### config.mk
export PLATFORM = sky130hd
export DESIGN_NAME = comparador_der_izq
export DESIGN_NICKNAME = d
export VERILOG_FILES = /design/src/rtl/comparador_der_izq.sv
export SDC_FILE = /design/constraint.sdc
export NUM_CORES = 1
export LEC_CHECK = 0
export CAP_MARGIN = 20
export CORE_ASPECT_RATIO = 0.8
export CORE_MARGIN = 5
export CORE_UTILIZATION = 45
export DETAILED_ROUTE_END_ITERATION = 8
export HOLD_SLACK_MARGIN = 0.05
export PLACE_DENSITY = 0.77
export SYNTH_ARGS = -nofsm -noshare
export SYNTH_HDL_FRONTEND = slang
export SYNTH_SLANG_ARGS = --single-unit
### constraint.sdc
create_clock -name clk -period 2.19 [get_ports clk]
set_input_delay 0.219 -clock clk [delete_from_list [all_inputs] [get_ports clk]]
set_output_delay 0.219 -clock clk [all_outputs]
set_load 0.02 [all_outputs]
### src/rtl/comparador_der_izq.sv
// Bit-serial unsigned magnitude comparator, scanning LSB first, one bit per clock.
// The most significant differing bit is seen last, so it always decides the result.
module comparador_der_izq #(
    parameter int N = 8
) (
    input  logic         clk,
    input  logic         reset,
    input  logic         start,
    input  logic [N-1:0] wordA,
    input  logic [N-1:0] wordB,
    output logic         busy,
    output logic         valid,
    output logic         a_gt_b,
    output logic         a_eq_b,
    output logic         a_lt_b
);

    localparam int CW = $clog2(N + 1);

    typedef enum logic [1:0] {S_IDLE, S_SHIFT, S_DONE} state_t;
    typedef enum logic [1:0] {REL_EQ = 2'b00, REL_GT = 2'b01, REL_LT = 2'b10} rel_t;

    state_t        state_q, state_d;
    logic [N-1:0]  sha_q, sha_d, shb_q, shb_d;
    logic [CW-1:0] cnt_q, cnt_d;
    rel_t          rel_q, rel_d, rel_step;
    logic [2:0]    res_q, res_d;   // {gt, eq, lt}
    logic          accept, last_bit;

    assign accept   = start && (state_q != S_SHIFT);
    assign last_bit = (cnt_q == CW'(N - 1));

    // State register
    always_ff @(posedge clk or posedge reset) begin
        if (reset) state_q <= S_IDLE;
        else       state_q <= state_d;
    end

    // Next-state logic
    always_comb begin
        state_d = state_q;
        case (state_q)
            S_IDLE:  if (start) state_d = S_SHIFT;
            S_SHIFT: if (last_bit) state_d = S_DONE;
            S_DONE:  if (start) state_d = S_SHIFT;
            default: state_d = S_IDLE;
        endcase
    end

    // Output decode
    always_comb begin
        busy   = (state_q == S_SHIFT);
        valid  = (state_q == S_DONE);
        a_gt_b = res_q[2];
        a_eq_b = res_q[1];
        a_lt_b = res_q[0];
    end

    // Relation after folding in the current LSB pair
    always_comb begin
        rel_step = rel_q;
        if (sha_q[0] && !shb_q[0])      rel_step = REL_GT;
        else if (!sha_q[0] && shb_q[0]) rel_step = REL_LT;
    end

    // Datapath
    always_comb begin
        sha_d = sha_q;
        shb_d = shb_q;
        cnt_d = cnt_q;
        rel_d = rel_q;
        res_d = res_q;
        if (state_q == S_SHIFT) begin
            sha_d = sha_q >> 1;
            shb_d = shb_q >> 1;
            cnt_d = cnt_q + CW'(1);
            rel_d = rel_step;
            if (last_bit) begin
                case (rel_step)
                    REL_GT:  res_d = 3'b100;
                    REL_LT:  res_d = 3'b001;
                    default: res_d = 3'b010;
                endcase
            end
        end else if (accept) begin
            sha_d = wordA;
            shb_d = wordB;
            cnt_d = '0;
            rel_d = REL_EQ;
            res_d = 3'b000;
        end
    end

    always_ff @(posedge clk or posedge reset) begin
        if (reset) begin
            sha_q <= '0;
            shb_q <= '0;
            cnt_q <= '0;
            rel_q <= REL_EQ;
            res_q <= 3'b000;
        end else begin
            sha_q <= sha_d;
            shb_q <= shb_d;
            cnt_q <= cnt_d;
            rel_q <= rel_d;
            res_q <= res_d;
        end
    end

endmodule

## Yosys cells after proc, flatten, opt, wreduce, memory -nomap -nowiden

Index checks and enable logic that the tools add are counted.

| operators by class | value |
|---|---|
| $add $sub $neg | 1 |
| eq/ne operators | 8 |
| muxes and demuxes | 17 |
| reductions and logical operators | 10 |

Operators with widths:

| kind | number |
|---|---|
| 8-bit 2-to-1 mux | 4 |
| 2-bit 2-to-1 mux | 6 |
| 3-bit 2-to-1 mux | 3 |
| 4-bit 2-to-1 mux | 2 |
| 2-bit by 1-bit inequality test with 1-bit output (second input constant) | 3 |
| 3-bit one-hot mux with 2 select lines | 1 |
| 4-bit by 1-bit adder with 4-bit output (second input constant) | 1 |
| 2-bit by 1-bit equality test with 1-bit output (second input constant) | 2 |
| 2-bit equality test (second input constant) | 2 |
| 4-bit by 3-bit equality test with 1-bit output (second input constant) | 1 |
| 2-bit one-hot mux with 2 select lines | 1 |
| 2-bit AND reduction | 2 |
| 1-bit logical AND | 3 |
| 1-bit zero test | 2 |
| 2-bit zero test | 1 |
| 2-bit nonzero test | 1 |
| 2-bit OR reduction | 1 |

| word-level totals | value |
|---|---|
| flip-flop bits (word level) | 27 |
| output and inout port bits | 5 |
| logic and storage cells | 42 |

## Logic depth before layout (Yosys ltp)

Gate-level depths: netlist of the first run.

| depth | value |
|---|---|
| depth in word-level cells | 8 |
| depth in mapped cells | 6 |
| depth with buffers taken out | 4 |

## Least setup slack after synthesis of the first run

No wires, ideal clock.

| timing | value |
|---|---|
| path kind | flip-flop to flip-flop |
| start point | register cnt_q[0] |
| end point | register res_q[1] |
| library setup time | 122 ps |
| data arrival time | 1171 ps |
| required time | 2068 ps |
| setup slack | 897 ps |
| cell stages (with the launch flop) | 5 |
| path buffers | 0 |
| clock period less this slack | 1293 ps |
| path through | dfrtp_1 > ha_1 > and3b_1 > and2_1 > a32o_1 |

| between the ends | value |
|---|---|
| cells in the longest elaborated chain, start to end | 3 |

Ends and longest elaborated chain:

| item | line | text |
|---|---|---|
| start: declaration | 25 | `logic [CW-1:0] cnt_q, cnt_d;` |
| start signal: assignment | 104 | `cnt_q <= cnt_d;` |
| 4-bit by 3-bit equality test with 1-bit output | 31 | `assign last_bit = (cnt_q == CW'(N - 1));` |
| 2-bit by 1-bit inequality test with 1-bit output (no line) | n/a |  |
| 2-bit AND reduction (no line) | n/a |  |
| end signal: assignment | 106 | `res_q <= res_d;` |
| end: declaration | 27 | `logic [2:0] res_q, res_d;` |

No other way between the ends.
A chain may end at the register's enable or synchronous reset.

## Worst setup path in the final report of the first run

| timing | value |
|---|---|
| start point | register state_q[1] |
| end point | output port busy |

| between the ends | value |
|---|---|
| cells in the longest elaborated chain, start to end | 1 |

Ends and longest elaborated chain:

| item | line | text |
|---|---|---|
| start: declaration | 23 | `state_t state_q, state_d;` |
| start signal: assignment | 36 | `else state_q <= state_d;` |
| 2-bit by 1-bit equality test with 1-bit output | 52 | `busy = (state_q == S_SHIFT);` |
| end: declaration | 11 | `output logic busy,` |

No other way between the ends.

==> metrics.csv, run 1 <==
metric,value,unit
CP max FO,17,
post_cts resized,0,
Die Footprint,4008,um2
cell taking the most area after synthesis,dfrtp_1,
flop2flop setup slack,0.62,ns
top_reg_cell synth,dfrtp_1,
#FFs+latches synth,27,
sequential cell area,675.6,um2
fmax,522.2,MHz
status,"finished, final reports clean",
clock buffer count from CTS,3,
HPWL Detailed,1.687,mm
Area Growth Syn to Fin,22.35,%
"Largest delay share family, worst path",buffers and inverters,
hold crit path type,input pin to async pin,
met1 WL,1.124,mm
share of the synthesized area in the top cell type,52.94,%
worst slew pin tran,0.3236,ns
1st-pass router iterations,4,
Max VDD drop,722.5,uV
Clock Latency Late Sink,0.34,ns
antenna cell count,0,
layout cells sized above 1,7.042,%
CP Buf/Inv Count,2,
# IOs,24,
CTS Root Cell,clkbuf_4,
core region area,2744,um2
CP Capture Type,primary output,
WL final,2.235,mm
IO Port Bufs,23,
Mapped Avg Cell Area,10.82,um2
Chip Height,57.63,um
global route total overflow,0,
Leak,0.0007317,uW
Final setup violation count,0,
DRC violations left,0,
Fin Clk Skew,0.01424,ns
GRT Total Usage,12.65,%
Slew headroom,78.43,%
Worst Path Arrival,1.70,ns
Power Total,1789,uW
# hold bufs at CTS,0,
share of the clock period used by the worst path,87.44,%
crit path cell chain,nand2b_4 -> inv_4 -> clkdlybuf4s50_1,
DR WL met3,122,um
Hold WS,0.2017,ns
"count leader, synth",dfrtp_1,
asr flop ratio synth,100.0,%
GP Congestion,0.7324,
met2 routed WL,988,um
Max Cap Viol,0,
"Reg clk slew, reported paths",0.16,ns
post-layout min period,1.915,ns
nets@finish,163,
Post-synth EDFFs,0,
row count,17,
first-pass GRT wire length,4.174,mm
initial antenna violation count,0,
DIE WIDTH,69.54,um
unrepaired setup endpoints after global routing,no,
cells after synthesis,118,
layout filler cell count,243,
count of final hold-check violations,0,
Final ANT Viol Nets,0,
Crit-path slowest cell,clkdlybuf4s50_1,
Netlist Area Pre-Place,1276,um2
Crit path required time,1.97,ns
"Setup Fix Bufs, Post-CTS",0,
Post-Syn Nets,138,
H-tree depth,1,
slowest cell delay on critical path,0.62,ns
sequential-to-total area share from yosys stat,52.94,%
CTS tree,built,
vias in the first global route,951,
drt wl/cell,12.42,um
Slew Limit Fails,0,
main area contributors after synthesis,"dfrtp_1 (53%), mux2i_1 (15%), o21ai_0 (5.9%), nand2_1 (5.6%), o2bb2ai_1 (2.1%)",
Num Clock Sinks,27,
TNS Setup,0,ns
critical path class,register to primary output,
Ys Warns,0,
DR vias/cell,5.028,
Power Density,1146,nW/um2
drt initial violations,25,
uppermost layer routed,met3,
Vias,905,
starting density of the core,46.51,%
Multi-input gate area,529.3,um2
Clock Path Buffers,2,
Post-synth top cells,"dfrtp_1 (27), mux2i_1 (19), nand2_1 (19), o21ai_0 (15), inv_1 (5)",
Worst Setup Start Kind,register,
largest net degree at the start of global routing,28,
post-synth cell types,29,
[area by class of cell]
cell class	instances	area share, %
Clock buffer	3	1.442
Inverter	6	1.603
Timing Repair Buffer	26	16.19
Sequential cell	27	43.27
Multi-Input combinational cell	79	33.89
Clock inverter	1	0.5609
Tap cell	38	3.045
[report_power, final]
part	internal (uW)	switching, uW	leakage [uW]
clock	74.6	157	0.0000183
combinational	336	385	0.000365
sequential	700	136	0.000349
total	1110	678	0.000732
[per-layer routing]
metal / GRT usage [%] / vias up
met5: 0 / -
met4: 1.671 / 0
met3: 4.679 / 0
met2: 20.11 / 23
met1: 17.11 / 422
li1: - / 460
[registers in the layout, indices dropped and copies added, names as in the netlist]
register / count
sha_q: 8
shb_q: 8
cnt_q: 4
res_q: 3
rel_q: 2
state_q: 2
[final timing paths]
| path | start | end | cells after the start |
|---|---|---|---|
| worst max-delay path | state_q[1] | busy | 3 |
| worst min-delay path | reset | cnt_q[1] | 3 |
| worst max register to register | state_q[1] | res_q[1] | 5 |
| worst min register to register | res_q[0] | res_q[0] | 1 |
| max in group asynchronous | reset | rel_q[0] | 3 |
| min in group clk | wordB[7] | shb_q[7] | 3 |
[logic make-up (layout without fill, tap and decap cells)]
logic type	count (synthesis)	in the layout	share of synthesized area, %
AOI/OAI and AO/OA	27	27	12.94
adders and majority gates	2	2	1.765
buffers and inverters	12	36	5.588
DFF	27	27	52.94
muxes	20	20	15.78
and+or+nand+nor	30	30	10.98
[tightest hold or removal path, cell delays in order]
cell             delay (ns)
clkdlybuf4s50_1        0.39
inv_1                  0.05
buf_4                  0.30
[stage by stage]
| stage | area (um2) | setup slack (ns) | utilization [%] | cells |
|---|---|---|---|---|
| detailed placement | 1530 | 0.6720 | 55.77 | 176 |
| finish | 1562 | 0.2751 | 56.91 | 180 |
| floorplan | 1276 | 0.8969 | - | 118 |
| global route | 1562 | 0.2109 | 56.91 | 180 |
| global placement | 1530 | 0.6955 | 55.77 | 176 |
| CTS | 1562 | 0.2671 | 56.91 | 180 |
[layout by cell type (no fill, tap or decap), types with 2 or more instances in the layout]
cell type / instances
inv_1: 5
nand2_1: 19
buf_4: 3
o2bb2ai_1: 3
o21ai_0: 15
nand3_1: 2
nor2b_1: 2
clkbuf_4: 3
mux2i_1: 19
o22ai_1: 2
dfrtp_1: 27
clkdlybuf4s50_1: 23
nor2_1: 3
(Power assumes the default switching activity.)
==> run 2, diff against run 1 <==
- PLACE_DENSITY: 0.77 -> 0.72
==> metrics.csv, run 2 (synthesis results as in run 1) <==
metric,value,unit,change
status,"finished, final reports clean",,unchanged
Crit path required time,1.97,ns,about the same
Hold WS,0.2217,ns,was 0.2017 ns
crit path cell chain,nand2b_4 -> inv_4 -> clkdlybuf4s50_1,,unchanged
WL final,2.271,mm,was 2.235 mm
DR vias/cell,5.072,,was 5.028
initial antenna violation count,0,,unchanged
Vias,913,,was 905
Fin Clk Skew,0.01566,ns,was 0.01424 ns
CP Capture Type,primary output,,unchanged
Worst Setup Start Kind,register,,unchanged
hold crit path type,input pin to async pin,,unchanged
Slew Limit Fails,0,,unchanged
vias in the first global route,949,,was 951
# IOs,24,,unchanged
critical path class,register to primary output,,unchanged
worst slew pin tran,0.3324,ns,was 0.3236 ns
Top Registers,"sha_q (8), shb_q (8), cnt_q (4)",,unchanged
post-layout min period,1.841,ns,was 1.915 ns
clock buffer count from CTS,3,,unchanged
drt initial violations,27,,was 25
global route total overflow,0,,unchanged
layout cells sized above 1,7.042,%,unchanged
most frequent cells in the layout,"dfrtp_1 (27), clkdlybuf4s50_1 (23), mux2i_1 (19), nand2_1 (19), o21ai_0 (15)",,unchanged
Die Footprint,4008,um2,unchanged
fmax,543.1,MHz,was 522.2 MHz
first-pass GRT wire length,3.960,mm,was 4.174 mm
post_cts resized,0,,unchanged
# hold bufs at CTS,0,,unchanged
setup ws final,0.3486,ns,was 0.2751 ns
Max VDD drop,648.2,uV,was 722.5 uV
CTS Root Cell,clkbuf_4,,unchanged
CTS tree,built,,unchanged
Worst Path Arrival,1.62,ns,was 1.70 ns
slowest cell delay on critical path,0.61,ns,was 0.62 ns
Power Density,1137,nW/um2,was 1146 nW/um2
H-tree depth,1,,unchanged
Post-Place Worst Slack,0.6739,ns,was 0.6720 ns
core region area,2744,um2,unchanged
Crit-path slowest cell,clkdlybuf4s50_1,,unchanged
count of final hold-check violations,0,,unchanged
Clock Path Buffers,2,,unchanged
layout filler cell count,235,,was 243
nets@finish,163,,unchanged
share of the clock period used by the worst path,84.08,%,was 87.44%
row count,17,,unchanged
drt wl/cell,12.62,um,was 12.42 um
Num Clock Sinks,27,,unchanged
Final ANT Viol Nets,0,,unchanged
TNS Setup,0,ns,unchanged
flop2flop setup slack,0.65,ns,was 0.62 ns
"Reg clk slew, reported paths",0.15,ns,was 0.16 ns
GP Congestion,0.7676,,was 0.7324
HPWL Detailed,1.647,mm,was 1.687 mm
1st-pass router iterations,3,,was 4
Area Growth Syn to Fin,22.06,%,was 22.35%
Max Cap Viol,0,,unchanged
DRC violations left,0,,unchanged
unrepaired setup endpoints after global routing,no,,unchanged
CP max FO,8,,was 17
Slew headroom,77.84,%,was 78.43%
"commonest non-fill, non-tap cell in the layout",dfrtp_1,,unchanged
Leak,0.0007311,uW,was 0.0007317 uW
IO Port Bufs,23,,unchanged
Final setup violation count,0,,unchanged
"Setup Fix Bufs, Post-CTS",0,,unchanged
largest net degree at the start of global routing,35,,was 28
DIE WIDTH,69.54,um,unchanged
GRT Total Usage,12.06,%,was 12.65%
Chip Height,57.63,um,unchanged
Clock Latency Late Sink,0.33,ns,was 0.34 ns
antenna cell count,0,,unchanged
Final Core Density,56.77,%,was 56.91%
starting density of the core,46.51,%,unchanged
Power Total,1771,uW,was 1789 uW
run 2: stage by stage:
step | instance area [um2] | cells
final | 1558 | 180
after CTS | 1558 | 180
after global routing | 1558 | 180
after detailed placement | 1530 | 176
after global placement | 1530 | 176
after floorplan | 1276 | 118
run 2: layout make-up:
class                      count  area (um2)  area share (%)
clock buffer                   3       22.52           1.446
clock inverter                 1       5.005          0.3213
inverter                       6       25.02           1.606
multi-input combinational     79       529.3           33.98
sequential                    27       675.6           43.37
tap                           38       47.55           3.052
timing repair buffer          26       252.7           16.22
run 2: layer usage:
layer	part of all wire [%]	wire length, um	track usage, %	vias up
met3	4.8	108	4.506	0
met5	0	0	0	-
met2	47	1057	21.20	19
met4	0	0	0.8357	0
met1	49	1105	14.98	437
li1	-	-	-	457
run 2: worst paths after layout:
path,from,endpoint,depth (start not counted)
worst min-delay path,reset,cnt_q[1],3
worst max-delay path,state_q[1],busy,3
worst max register to register,state_q[1],res_q[2],5
min in group clk,shb_q[5],shb_q[4],2
max in group asynchronous,reset,shb_q[1],3
worst min register to register,shb_q[5],shb_q[4],2
run 2: critical path: cells and delay by family, from the launching register on:
kind,cells,cell delay (ns)
buffers and inverters,2,0.70
flip-flops,1,0.41
AND/OR/NAND/NOR,1,0.18
run 2: power breakdown:
part	total, uW	switching (uW)	internal, uW
Combinational	725	390	335
Clock	212	143	68.5
Sequential	834	134	700
